### src/rtl/iawif_mc_if.sv
// -----------------------------------------------------------------------------
// iawif_mc_if
//   Bus bundle between the IAW emulation logic / CPU (master) and the IAW
//   emulation interface block (slave).
//
//   Parameter
//     NCH        number of IAW reset request channels (1..8)
//
//   Signals (direction seen from the slave)
//     SVMOD      in   CPU supervisor-mode indicator
//     SOFTBRK    in   software break in progress, freezes the mask FSM
//     CPUWR      in   CPU write strobe
//     IAWRES     in   per-channel IAW reset request, active high, level
//     IAWMSK     in   per-channel disable, 1 = channel ignored
//     CAUSECLR   in   single-cycle clear of IAWCAUSE
//     SVSTOPIAW  out  SVMOD qualified past the mask window
//     CPUWRIAW   out  CPUWR with the stack-write window removed
//     MASKACT    out  mask window currently active
//     PERISVIB   out  peripheral break request, active low
//     IAWCAUSE   out  sticky record of channels that requested
// -----------------------------------------------------------------------------
interface iawif_mc_if #(
    parameter int NCH = 2
);
    logic           SVMOD;
    logic           SOFTBRK;
    logic           CPUWR;
    logic [NCH-1:0] IAWRES;
    logic [NCH-1:0] IAWMSK;
    logic           CAUSECLR;
    logic           SVSTOPIAW;
    logic           CPUWRIAW;
    logic           MASKACT;
    logic           PERISVIB;
    logic [NCH-1:0] IAWCAUSE;

    modport master (
        output SVMOD, SOFTBRK, CPUWR, IAWRES, IAWMSK, CAUSECLR,
        input  SVSTOPIAW, CPUWRIAW, MASKACT, PERISVIB, IAWCAUSE
    );

    modport slave (
        input  SVMOD, SOFTBRK, CPUWR, IAWRES, IAWMSK, CAUSECLR,
        output SVSTOPIAW, CPUWRIAW, MASKACT, PERISVIB, IAWCAUSE
    );
endinterface

### src/rtl/iawif_mc.sv
// -----------------------------------------------------------------------------
// iawif_mc
//   Multi-channel IAW emulation interface.
//   * Merges NCH illegal-access-watchdog reset requests into one active-low
//     peripheral-break strobe (PERISVIB), stretched by STRETCH cycles after
//     the last active request, and records the firing channels in the sticky
//     IAWCAUSE register.
//   * Generates the SVMOD stack-write mask: CPUWR is suppressed for the first
//     MASK_CYC SVMOD-high cycles (SOFTBRK cycles do not count), so IAW access
//     checks ignore the supervisor stack pushes.
//   With MASK_CYC=1 and STRETCH=0 it matches the old single-channel interface.
//
//   Parameters
//     NCH       number of request channels (1..8), must match the interface
//     MASK_CYC  SVMOD-high cycles during which CPUWR is masked (>=1)
//     STRETCH   extra PERISVIB-low cycles after the last request (0..255)
//
//   Ports
//     FCLKRT    clock, rising edge
//     RESB      asynchronous active-low reset
//     bus       iawif_mc_if slave modport (see interface header)
//
//   Optional build macro
//     IAWIF_SYNC_EN  when defined, IAWRES passes through a per-bit 2-flop
//                    synchroniser before masking (+2 cycles latency to
//                    PERISVIB assertion and IAWCAUSE setting). When undefined
//                    the IAWRES -> PERISVIB path is purely combinational.
// -----------------------------------------------------------------------------
module iawif_mc #(
    parameter int NCH      = 2,
    parameter int MASK_CYC = 1,
    parameter int STRETCH  = 0
) (
    input  logic         FCLKRT,
    input  logic         RESB,
    iawif_mc_if.slave    bus
);

    typedef enum logic [1:0] {
        IDLE = 2'd0,
        MASK = 2'd1,
        STOP = 2'd2
    } state_e;

    // A 1-cycle window never enters MASK, so the counter is kept 1 bit wide
    // there instead of collapsing to zero width.
    localparam int CNT_W = (MASK_CYC > 1) ? $clog2(MASK_CYC) : 1;
    localparam logic [CNT_W-1:0] CNT_INIT = CNT_W'((MASK_CYC > 1) ? MASK_CYC - 2 : 0);
    localparam int BRK_W = 8;

    state_e           state_q, state_d;
    logic [CNT_W-1:0] cnt_q, cnt_d;
    logic [BRK_W-1:0] brk_cnt_q, brk_cnt_d;
    logic [NCH-1:0]   cause_q, cause_d;
    logic [NCH-1:0]   iawres_eff;
    logic [NCH-1:0]   req;

    // -------------------------------------------------------------------------
    // Request input conditioning
    // -------------------------------------------------------------------------
`ifdef IAWIF_SYNC_EN
    logic [NCH-1:0] sync1_q, sync1_d;
    logic [NCH-1:0] sync2_q, sync2_d;

    always_comb begin
        sync1_d = bus.IAWRES;
        sync2_d = sync1_q;
    end

    // NOTE: sequential state is only ever written with non-blocking
    // assignments so every flop samples the pre-edge values of its peers.
    always_ff @(posedge FCLKRT or negedge RESB) begin
        if (!RESB) begin
            sync1_q <= '0;
            sync2_q <= '0;
        end else begin
            sync1_q <= sync1_d;
            sync2_q <= sync2_d;
        end
    end

    assign iawres_eff = sync2_q;
`else
    assign iawres_eff = bus.IAWRES;
`endif

    assign req = iawres_eff & ~bus.IAWMSK;

    // -------------------------------------------------------------------------
    // Mask FSM: state register
    // -------------------------------------------------------------------------
    always_ff @(posedge FCLKRT or negedge RESB) begin
        if (!RESB) begin
            state_q <= IDLE;
            cnt_q   <= '0;
        end else begin
            state_q <= state_d;
            cnt_q   <= cnt_d;
        end
    end

    // -------------------------------------------------------------------------
    // Mask FSM: next state. SOFTBRK freezes both state and counter, which is
    // what keeps SOFTBRK cycles out of the window count.
    // -------------------------------------------------------------------------
    always_comb begin
        // NOTE: hold values are assigned first so no path through the case
        // leaves a variable unassigned (which would infer a latch).
        state_d = state_q;
        cnt_d   = cnt_q;
        if (!bus.SOFTBRK) begin
            unique case (state_q)
                IDLE: begin
                    if (bus.SVMOD) begin
                        if (MASK_CYC == 1) begin
                            state_d = STOP;
                        end else begin
                            state_d = MASK;
                            cnt_d   = CNT_INIT;
                        end
                    end
                end
                MASK: begin
                    if (!bus.SVMOD) begin
                        state_d = IDLE;
                    end else if (cnt_q == '0) begin
                        state_d = STOP;
                    end else begin
                        cnt_d = cnt_q - CNT_W'(1);
                    end
                end
                STOP: begin
                    if (!bus.SVMOD) begin
                        state_d = IDLE;
                    end
                end
                default: state_d = IDLE;
            endcase
        end
    end

    // -------------------------------------------------------------------------
    // Mask FSM: outputs. Qualifying with the live SVMOD (rather than a
    // registered copy) keeps SVSTOPIAW glitch-free when SOFTBRK and SVMOD
    // change together.
    // -------------------------------------------------------------------------
    always_comb begin
        bus.MASKACT   = bus.SVMOD & (state_q != STOP);
        bus.CPUWRIAW  = bus.CPUWR & ~bus.MASKACT;
        bus.SVSTOPIAW = bus.SVMOD & (state_q == STOP);
    end

    // -------------------------------------------------------------------------
    // Break stretch and sticky cause
    // -------------------------------------------------------------------------
    always_comb begin
        brk_cnt_d = brk_cnt_q;
        if (|req) begin
            // Any request, including one during the stretch, reloads the
            // full stretch length.
            brk_cnt_d = BRK_W'(STRETCH);
        end else if (brk_cnt_q != '0) begin
            brk_cnt_d = brk_cnt_q - BRK_W'(1);
        end

        // Set wins over clear; IAWMSK only gates new sets.
        cause_d = (cause_q & ~{NCH{bus.CAUSECLR}}) | req;
    end

    always_ff @(posedge FCLKRT or negedge RESB) begin
        if (!RESB) begin
            brk_cnt_q <= '0;
            cause_q   <= '0;
        end else begin
            brk_cnt_q <= brk_cnt_d;
            cause_q   <= cause_d;
        end
    end

    // The live request term gives zero-latency assertion; the counter only
    // extends the low phase after the request has gone.
    assign bus.PERISVIB = ~((|req) | (brk_cnt_q != '0));
    assign bus.IAWCAUSE = cause_q;

endmodule

### src/flat_wrapper.sv
// flat-port wrapper written by rule: the top's interface ports become plain ports
module iawif_mc_flat 
#(
    parameter int NCH      = 2,
    parameter int MASK_CYC = 1,
    parameter int STRETCH  = 0
)
  (FCLKRT, RESB, bus_SVMOD, bus_SOFTBRK, bus_CPUWR, bus_IAWRES, bus_IAWMSK, bus_CAUSECLR, bus_SVSTOPIAW, bus_CPUWRIAW, bus_MASKACT, bus_PERISVIB, bus_IAWCAUSE);
  iawif_mc_if #(.NCH(NCH)) bus_i ();
  input  logic FCLKRT;
  input  logic RESB;
  input wire logic [$bits(bus_i.SVMOD)-1:0] bus_SVMOD;
  input wire logic [$bits(bus_i.SOFTBRK)-1:0] bus_SOFTBRK;
  input wire logic [$bits(bus_i.CPUWR)-1:0] bus_CPUWR;
  input wire logic [$bits(bus_i.IAWRES)-1:0] bus_IAWRES;
  input wire logic [$bits(bus_i.IAWMSK)-1:0] bus_IAWMSK;
  input wire logic [$bits(bus_i.CAUSECLR)-1:0] bus_CAUSECLR;
  output wire logic [$bits(bus_i.SVSTOPIAW)-1:0] bus_SVSTOPIAW;
  output wire logic [$bits(bus_i.CPUWRIAW)-1:0] bus_CPUWRIAW;
  output wire logic [$bits(bus_i.MASKACT)-1:0] bus_MASKACT;
  output wire logic [$bits(bus_i.PERISVIB)-1:0] bus_PERISVIB;
  output wire logic [$bits(bus_i.IAWCAUSE)-1:0] bus_IAWCAUSE;
  assign bus_i.SVMOD = bus_SVMOD;
  assign bus_i.SOFTBRK = bus_SOFTBRK;
  assign bus_i.CPUWR = bus_CPUWR;
  assign bus_i.IAWRES = bus_IAWRES;
  assign bus_i.IAWMSK = bus_IAWMSK;
  assign bus_i.CAUSECLR = bus_CAUSECLR;
  assign bus_SVSTOPIAW = bus_i.SVSTOPIAW;
  assign bus_CPUWRIAW = bus_i.CPUWRIAW;
  assign bus_MASKACT = bus_i.MASKACT;
  assign bus_PERISVIB = bus_i.PERISVIB;
  assign bus_IAWCAUSE = bus_i.IAWCAUSE;
  iawif_mc #(.NCH(NCH), .MASK_CYC(MASK_CYC), .STRETCH(STRETCH)) u_core (.FCLKRT(FCLKRT), .RESB(RESB), .bus(bus_i));
endmodule
### config.mk
export PLATFORM = sky130hd
export DESIGN_NAME = iawif_mc_flat
export DESIGN_NICKNAME = d
export VERILOG_FILES = /design/src/rtl/iawif_mc_if.sv /design/src/rtl/iawif_mc.sv /design/src/flat_wrapper.sv
export SDC_FILE = /design/constraint.sdc
export NUM_CORES = 1
export LEC_CHECK = 0
export ABC_CLOCK_PERIOD_IN_PS = 3300
export CAP_MARGIN = 0
export CELL_PAD_IN_SITES_DETAIL_PLACEMENT = 1
export CELL_PAD_IN_SITES_GLOBAL_PLACEMENT = 1
export CORE_MARGIN = 4
export CORE_UTILIZATION = 37
export CTS_CLUSTER_DIAMETER = 150
export DETAILED_ROUTE_END_ITERATION = 7
export PLACE_DENSITY = 0.81
export SLEW_MARGIN = 5
export SYNTH_ARGS = -nofsm -noshare
export SYNTH_HDL_FRONTEND = slang
export SYNTH_SLANG_ARGS = --single-unit
### constraint.sdc
create_clock -name FCLKRT -period 3.3 [get_ports FCLKRT]
set_clock_uncertainty 0.05 [all_clocks]
set_input_delay 0.66 -clock FCLKRT [delete_from_list [all_inputs] [get_ports FCLKRT]]
set_output_delay 0.66 -clock FCLKRT [all_outputs]
set_load 0.1 [all_outputs]
==> metrics, run 1 <==
result of the run=complete, no violations; area of the die=between 0.002 and 0.0025 sq mm; Data arrival, critical path=approximately 1.9 ns; post-synthesis sequential element count=11; clock period minus final worst setup slack=between 2 and 3 ns; global-route wire length before repair=about 2.5 mm; Top FF cell, synth=sky130_fd_sc_hd__dfrtp_1; worst path buffer plus inverter count=2; Worst Reg-to-Reg Cells=6; register-to-register setup slack=between 1 and 1.5 ns; slew of the pin with the lowest slew margin=~0.52 ns; instance count of the mapped netlist=between 60 and 70; setup fix buffers added after clock tree synthesis=0; worst endpoint required time=roughly 2.6 ns; vias in the first global route=554; TritonCTS buffer count=3; sequential share of the synthesized area=roughly 45%; Hold Path Cell Cnt=2; global router's overall resource usage=a little over an eighth; worst vdd ir=between 0.4 and 0.5 mV; Setup crit start kind=primary input; GRT overflow=0; number of synthesized flops with an enable pin=0; endpoints failing setup=0; most frequent cells after synthesis=sky130_fd_sc_hd__dfrtp_1 (11), sky130_fd_sc_hd__a21oi_1 (7), sky130_fd_sc_hd__inv_1 (6); slowest cell delay on critical path=between 0.4 and 0.5 ns; fraction of power consumed by sequential logic=slightly below 30%; placement-stage worst setup slack=around 0.70 ns; number of iterations in the first detailed-routing pass=4; # port buffers=15; count of instances resized after the clock tree is built=0; max cap viols=0; initial antenna violation count=0; family with the most delay on the worst path=buffers and inverters; Ports=16; count of final max-slew check failures=0; cell with the biggest individual delay on the critical path=sky130_fd_sc_hd__clkdlybuf4s50_1; leading post-synthesis cells by cell area=sky130_fd_sc_hd__dfrtp_1 (45%), sky130_fd_sc_hd__ha_1 (8.2%), sky130_fd_sc_hd__a21oi_1 (5.7%); Int Power=between 400 and 500 uW; area fraction of the dominant cell type after synthesis=~45%; mean routed wirelength per cell=14.8 microns; Worst Path Max Fanout=9; leak pwr=0.372 nW; top-count cell post-synth=sky130_fd_sc_hd__dfrtp_1; clock-pin slew on the worst setup and hold paths=0.07 ns; final critical-path setup slack=about 0.71 ns; gp weighted congestion=approximately 0.80; detail-routed via count per cell=5.52; number of nets in the layout=between 90 and 100; HPWL Detailed=between 1 and 1.5 mm; number of sinks on the clock net=11; hold path startpoint=u_core.bus.IAWCAUSE[0]; Mapped Avg Cell Area=approximately 9.6 sq um; Max clock buf depth=2; number of fill cells in the layout=roughly 180; Inserted Diodes=0; net switching power figure=~410 uW; post-route insts no fill=100; power density over the cells=approximately 1000 mW/mm^2; master cell of the clock root buffer=sky130_fd_sc_hd__clkbuf_4; Routed WL=between 1 and 1.5 mm; capturing element type of the critical path=output pin; post-route DRC violation count=0; Area Overhead vs Synth=32.7%; Synth Cell Area=613 sq um; site row count=14; register area=275 sq um; starting density of the core=39.8%; share of async-settable or async-resettable flops after synthesis=100%; critical path type=in2out; die height=48.7 microns; power share of the clock group=11.8%; largest net degree at the start of global routing=12; ANT nets after route=0; Std-Cell Core Area=approximately 0.0015 sq mm; highest achievable clock rate=between 300 and 400 MHz; total area of multi-input combinational cells=307 sq um; horizontal die dimension=slightly below 50 microns; overall power consumption=825 uW; synthesized netlist net count=78; critical path cell sequence=clkdlybuf4s50_1 > nand2b_1 > nand2_1 > nor2_1 > buf_12; setup TNS after final layout=0 ns; detailed router's first-iteration violation count=13; count of unique library cells instantiated by Yosys=24; TritonCTS clock tree=done; Worst Hold End=u_core.bus.IAWCAUSE[0]; Combinational Power Share=a little under 60%; count of synthesis-stage warnings from yosys=0; largest area contributor in the synthesized netlist=sky130_fd_sc_hd__dfrtp_1; unrepaired setup endpoints after global routing=false; final period utilization=between 70% and 80%; Final Hold Fails=0; worst flop-to-flop path startpoint=u_core.brk_cnt_q[0]; fraction of layout cells with a size suffix above 1=16.7%; total instance count after detailed placement=96; number of buffers inserted for hold repair after clock tree synthesis=0; endpoint of the most critical register-to-register path=u_core.brk_cnt_q[5]; Min-Delay Path Class=reg2reg; insertion delay of the later-clocked pin in the worst-skew pair=0.28 ns; DR vias=between 500 and 600; headroom to the max-slew limit=between 60% and 70%; maximum level of the CTS H-tree=1; switching power as a share of total power=roughly half
==> flip-flops by register name, indices dropped and copies added (netlist names) <==
name	cells
u_core.brk_cnt_q	8
u_core.bus.IAWCAUSE	2
u_core.state_q	1
==> final cells by class <==
class,instances,area share (%)
flip-flops and latches,11,33.8
inverters,6,2.77
repair buffers,17,20.0
multi-input cells,46,37.7
clock buffers,4,3.23
well taps,16,2.46
==> power groups by stage <==
stage / registers [mW] / clock network, mW / logic, mW
final: 0.243 / 0.0970 / 0.486
after global routing: 0.253 / 0.107 / 0.531
after CTS: 0.241 / 0.101 / 0.487
after detailed placement: 0.244 / 0 / 0.484
after global placement: 0.240 / 0 / 0.474
after floorplan: 0.239 / 0 / 0.350
==> layer usage <==
metal	wire length, microns	track usage (%)	up-vias	part of all wire (%)
met5	0	0	-	0
met4	44	10.3	0	3.0
met3	51	2.15	5	3.4
met2	691	20.0	10	47
met1	694	17.6	260	47
li1	-	-	277	-
==> logic make-up (layout without fill, tap and decap cells) <==
| logic type | Yosys count | after routing | share of synthesized area [%] |
|---|---|---|---|
| and+or+nand+nor | 23 | 23 | 22.4 |
| AOI/OAI and AO/OA | 18 | 18 | 17.6 |
| DFF | 11 | 11 | 44.9 |
| buffers and inverters | 7 | 27 | 5.51 |
| adders and majority gates | 4 | 4 | 8.16 |
| xor gates and xnor gates | 1 | 1 | 1.43 |
==> cells in the final DEF (no fill, tap or decap) <==
cell,n
sky130_fd_sc_hd__o31ai_1,2
sky130_fd_sc_hd__nor2_1,3
sky130_fd_sc_hd__nor3_1,4
sky130_fd_sc_hd__dfrtp_1,11
sky130_fd_sc_hd__clkdlybuf4s50_1,9
sky130_fd_sc_hd__a21o_1,1
sky130_fd_sc_hd__or3b_2,1
sky130_fd_sc_hd__nor2b_1,1
sky130_fd_sc_hd__nand2b_1,2
sky130_fd_sc_hd__clkbuf_4,3
sky130_fd_sc_hd__a21oi_1,7
sky130_fd_sc_hd__buf_12,1
sky130_fd_sc_hd__o41ai_1,1
sky130_fd_sc_hd__inv_1,6
sky130_fd_sc_hd__or4_1,3
sky130_fd_sc_hd__a211oi_1,1
sky130_fd_sc_hd__nor2b_2,1
sky130_fd_sc_hd__xnor2_1,1
sky130_fd_sc_hd__ha_1,4
sky130_fd_sc_hd__nor3b_1,1
sky130_fd_sc_hd__buf_4,7
sky130_fd_sc_hd__nand3_1,1
sky130_fd_sc_hd__nor4_1,1
sky130_fd_sc_hd__clkbuf_1,1
sky130_fd_sc_hd__or4_4,1
sky130_fd_sc_hd__nand2_1,3
sky130_fd_sc_hd__a211o_1,1
sky130_fd_sc_hd__nor4b_1,1
sky130_fd_sc_hd__o21ai_0,5
==> metrics by stage <==
step | hold slack, ns | util (%) | instance area (sq um)
3_3_place_gp | 0.478 | 51.1 | 787
6_report | 0.501 | 52.8 | 813
5_1_grt | 0.537 | 52.8 | 813
3_5_place_dp | 0.488 | 51.1 | 787
4_1_cts | 0.499 | 52.8 | 813
2_1_floorplan | 0.314 | - | 616
==> worst max-delay path by stage <==
stage,from,end,slack [ns],cells after the start
after floorplan,u_core.brk_cnt_q[0],bus_PERISVIB,0.15,5
after global routing,u_core.brk_cnt_q[0],bus_PERISVIB,0.60,7
after CTS,bus_IAWMSK[1],bus_PERISVIB,0.70,5
after global placement,bus_IAWMSK[1],bus_PERISVIB,0.73,5
after detailed placement,bus_IAWMSK[1],bus_PERISVIB,0.70,5
final,bus_IAWMSK[1],bus_PERISVIB,0.71,5
==> worst min-delay path, delay by kind of cell (launching register included) <==
kind,cells,cell delay (ns)
flip-flops,1,0.38
AO/OA/AOI/OAI,1,0.08
buffers and inverters,1,0.05
(Power assumes the default switching activity.)
==> run 2, diff against run 1 <==
ABC_CLOCK_PERIOD_IN_PS = 2260   (was 3300)
CORE_UTILIZATION = 31   (was 37)
PLACE_DENSITY = 0.73   (was 0.81)
clock period = 2.26 ns   (was 3.3 ns; I/O delays follow)
==> metrics, run 2 (synthesized netlist as in run 1, its figures left out) <==
result of the run=complete, no violations; # port buffers=15; initial antenna violation count=0; post-route DRC violation count=0; number of buffers inserted for hold repair after clock tree synthesis=0; Largest register FFs=8; slowest cell delay on critical path=roughly 0.40 ns; Max clock buf depth=2; HPWL Detailed=between 1 and 1.5 mm; final critical-path setup slack=between 0.1 and 0.15 ns; mean routed wirelength per cell=14.2 microns; vias in the first global route=609; slew of the pin with the lowest slew margin=0.492 ns; cell with the biggest individual delay on the critical path=sky130_fd_sc_hd__dfrtp_1; worst path buffer plus inverter count=2; headroom to the max-slew limit=about two thirds; ANT nets after route=0; largest net degree at the start of global routing=12; Stages on worst setup path=6; horizontal die dimension=~52 microns; number of nets in the layout=102; die height=~52 microns; worst setup path startpoint=u_core.brk_cnt_q[0]; maximum level of the CTS H-tree=1; GRT overflow=0; capture point of the worst path=bus_PERISVIB; TritonCTS clock tree=done; count of final max-slew check failures=0; capturing element type of the critical path=output pin; Inserted Diodes=0; overall power consumption=between 1 and 1.5 mW; TritonCTS buffer count=3; final period utilization=between 90% and 100%; top register by number of flip-flops=u_core.brk_cnt_q; master cell of the clock root buffer=sky130_fd_sc_hd__clkbuf_4; number of fill cells in the layout=214; Setup crit start kind=flop; global-route wire length before repair=between 2 and 3 mm; gp weighted congestion=~0.75; detail-routed via count per cell=between 5 and 6; Worst Path Max Fanout=4; worst endpoint required time=1.76 ns; clock period minus final worst setup slack=between 2 and 2.5 ns; leak pwr=around 0.4 nW; area of the die=around 0.0028 sq mm; Data arrival, critical path=1.65 ns; endpoint of the most critical register-to-register path=u_core.brk_cnt_q[6]; register-to-register setup slack=around 0.47 ns; endpoints failing setup=0; Routed WL=1.59 mm; fraction of layout cells with a size suffix above 1=24.1%; global router's overall resource usage=between 10% and 20%; worst flop-to-flop path startpoint=u_core.brk_cnt_q[3]; clock-pin slew on the worst setup and hold paths=around 0.080 ns; detailed router's first-iteration violation count=7; Worst Reg-to-Reg Cells=3; max cap viols=0; DR vias=~600; family with the most delay on the worst path=simple AND/OR/NAND/NOR gates; site row count=15; most frequent cells in the layout=sky130_fd_sc_hd__dfrtp_1 (11), sky130_fd_sc_hd__clkdlybuf4s50_1 (9), sky130_fd_sc_hd__a21oi_1 (7), sky130_fd_sc_hd__buf_4 (7), sky130_fd_sc_hd__inv_1 (6); starting density of the core=between 30% and 40%; number of iterations in the first detailed-routing pass=2; critical path type=reg2out; Min-Delay Path Class=in2async; worst vdd ir=~0.8 mV; critical path cell sequence=inv_1 > ha_2 > nor3b_4 > nand2_1 > nor2_4 > buf_12; Std-Cell Core Area=0.00180 sq mm; placement-stage worst setup slack=between 0.07 and 0.08 ns; Area Overhead vs Synth=48.8%; power density over the cells=1460 mW/mm^2; number of sinks on the clock net=11; Ports=16; highest achievable clock rate=466 MHz; insertion delay of the later-clocked pin in the worst-skew pair=about 0.27 ns; Final Hold Fails=0; unrepaired setup endpoints after global routing=false; most common cell after layout, fill and taps aside=sky130_fd_sc_hd__dfrtp_1
==> run 2: changes by cell type in the layout (fill, tap and decap cells not counted) <==
cell,before,now
sky130_fd_sc_hd__nor2_1,3,2
sky130_fd_sc_hd__nor2_4,0,1
sky130_fd_sc_hd__ha_2,0,1
sky130_fd_sc_hd__nor3b_1,1,0
sky130_fd_sc_hd__nor3b_4,0,1
sky130_fd_sc_hd__nor4_2,0,1
sky130_fd_sc_hd__nor4_1,1,0
sky130_fd_sc_hd__ha_1,4,3
sky130_fd_sc_hd__buf_12,1,4
==> run 2: final cells by class <==
type / count / area, sq um / share of cell area [%]
inverter: 6 / 22.5 / 2.47
timing repair buffer: 20 / 223 / 24.4
sequential: 11 / 275 / 30.2
clock buffer: 4 / 26.3 / 2.88
tap: 25 / 31.3 / 3.43
multi-input combinational: 46 / 334 / 36.6
==> run 2: per-layer routing <==
layer	share of wire, %	vias to the layer above	global-route usage, %
met5	0	-	0
met4	1.6	0	6.38
met3	5.5	5	3.42
met2	49	12	22.5
met1	44	296	16.6
li1	-	275	-
==> run 2: how the worst min path moves through the flow <==
| stage | endpoint | slack, ns |
|---|---|---|
| floorplan | u_core.brk_cnt_q[0] | 0.11 |
| global placement | u_core.bus.IAWCAUSE[1] | 0.46 |
| detailed placement | u_core.bus.IAWCAUSE[1] | 0.48 |
| CTS | u_core.brk_cnt_q[6] | 0.48 |
| global route | u_core.brk_cnt_q[6] | 0.49 |
| finish | u_core.brk_cnt_q[6] | 0.45 |
==> run 2: worst register-to-register path: stages, from the launching register on <==
cell                      delay (ns)
sky130_fd_sc_hd__dfrtp_1        0.45
sky130_fd_sc_hd__or4_4          0.61
sky130_fd_sc_hd__or4_1          0.49
sky130_fd_sc_hd__a21oi_1        0.13
==> run 2: stage by stage <==
stage	hold WS (ns)	TNS [ns]	util, %	instance area [sq um]	cells
3_5_place_dp	0.479	0	47.6	858	107
4_1_cts	0.476	0	50.1	903	112
5_1_grt	0.494	0	50.6	912	112
2_1_floorplan	0.106	-0.208	-	623	64
6_report	0.454	0	50.6	912	112
3_3_place_gp	0.465	0	47.6	858	107
==> run 2: what timing repair did <==
item                                   CTS  global route
endpoints found under the hold margin    0             0
gates cloned                             0             0
setup endpoints to repair                1             1
gates resized for setup                  2             2
setup buffers                            1             0
==> run 2: where the power goes <==
group	switching [mW]	internal, mW	total, mW
logic	0.472	0.364	0.836
clock network	0.0719	0.0684	0.140
registers	0.0863	0.265	0.351
total	0.630	0.698	1.33
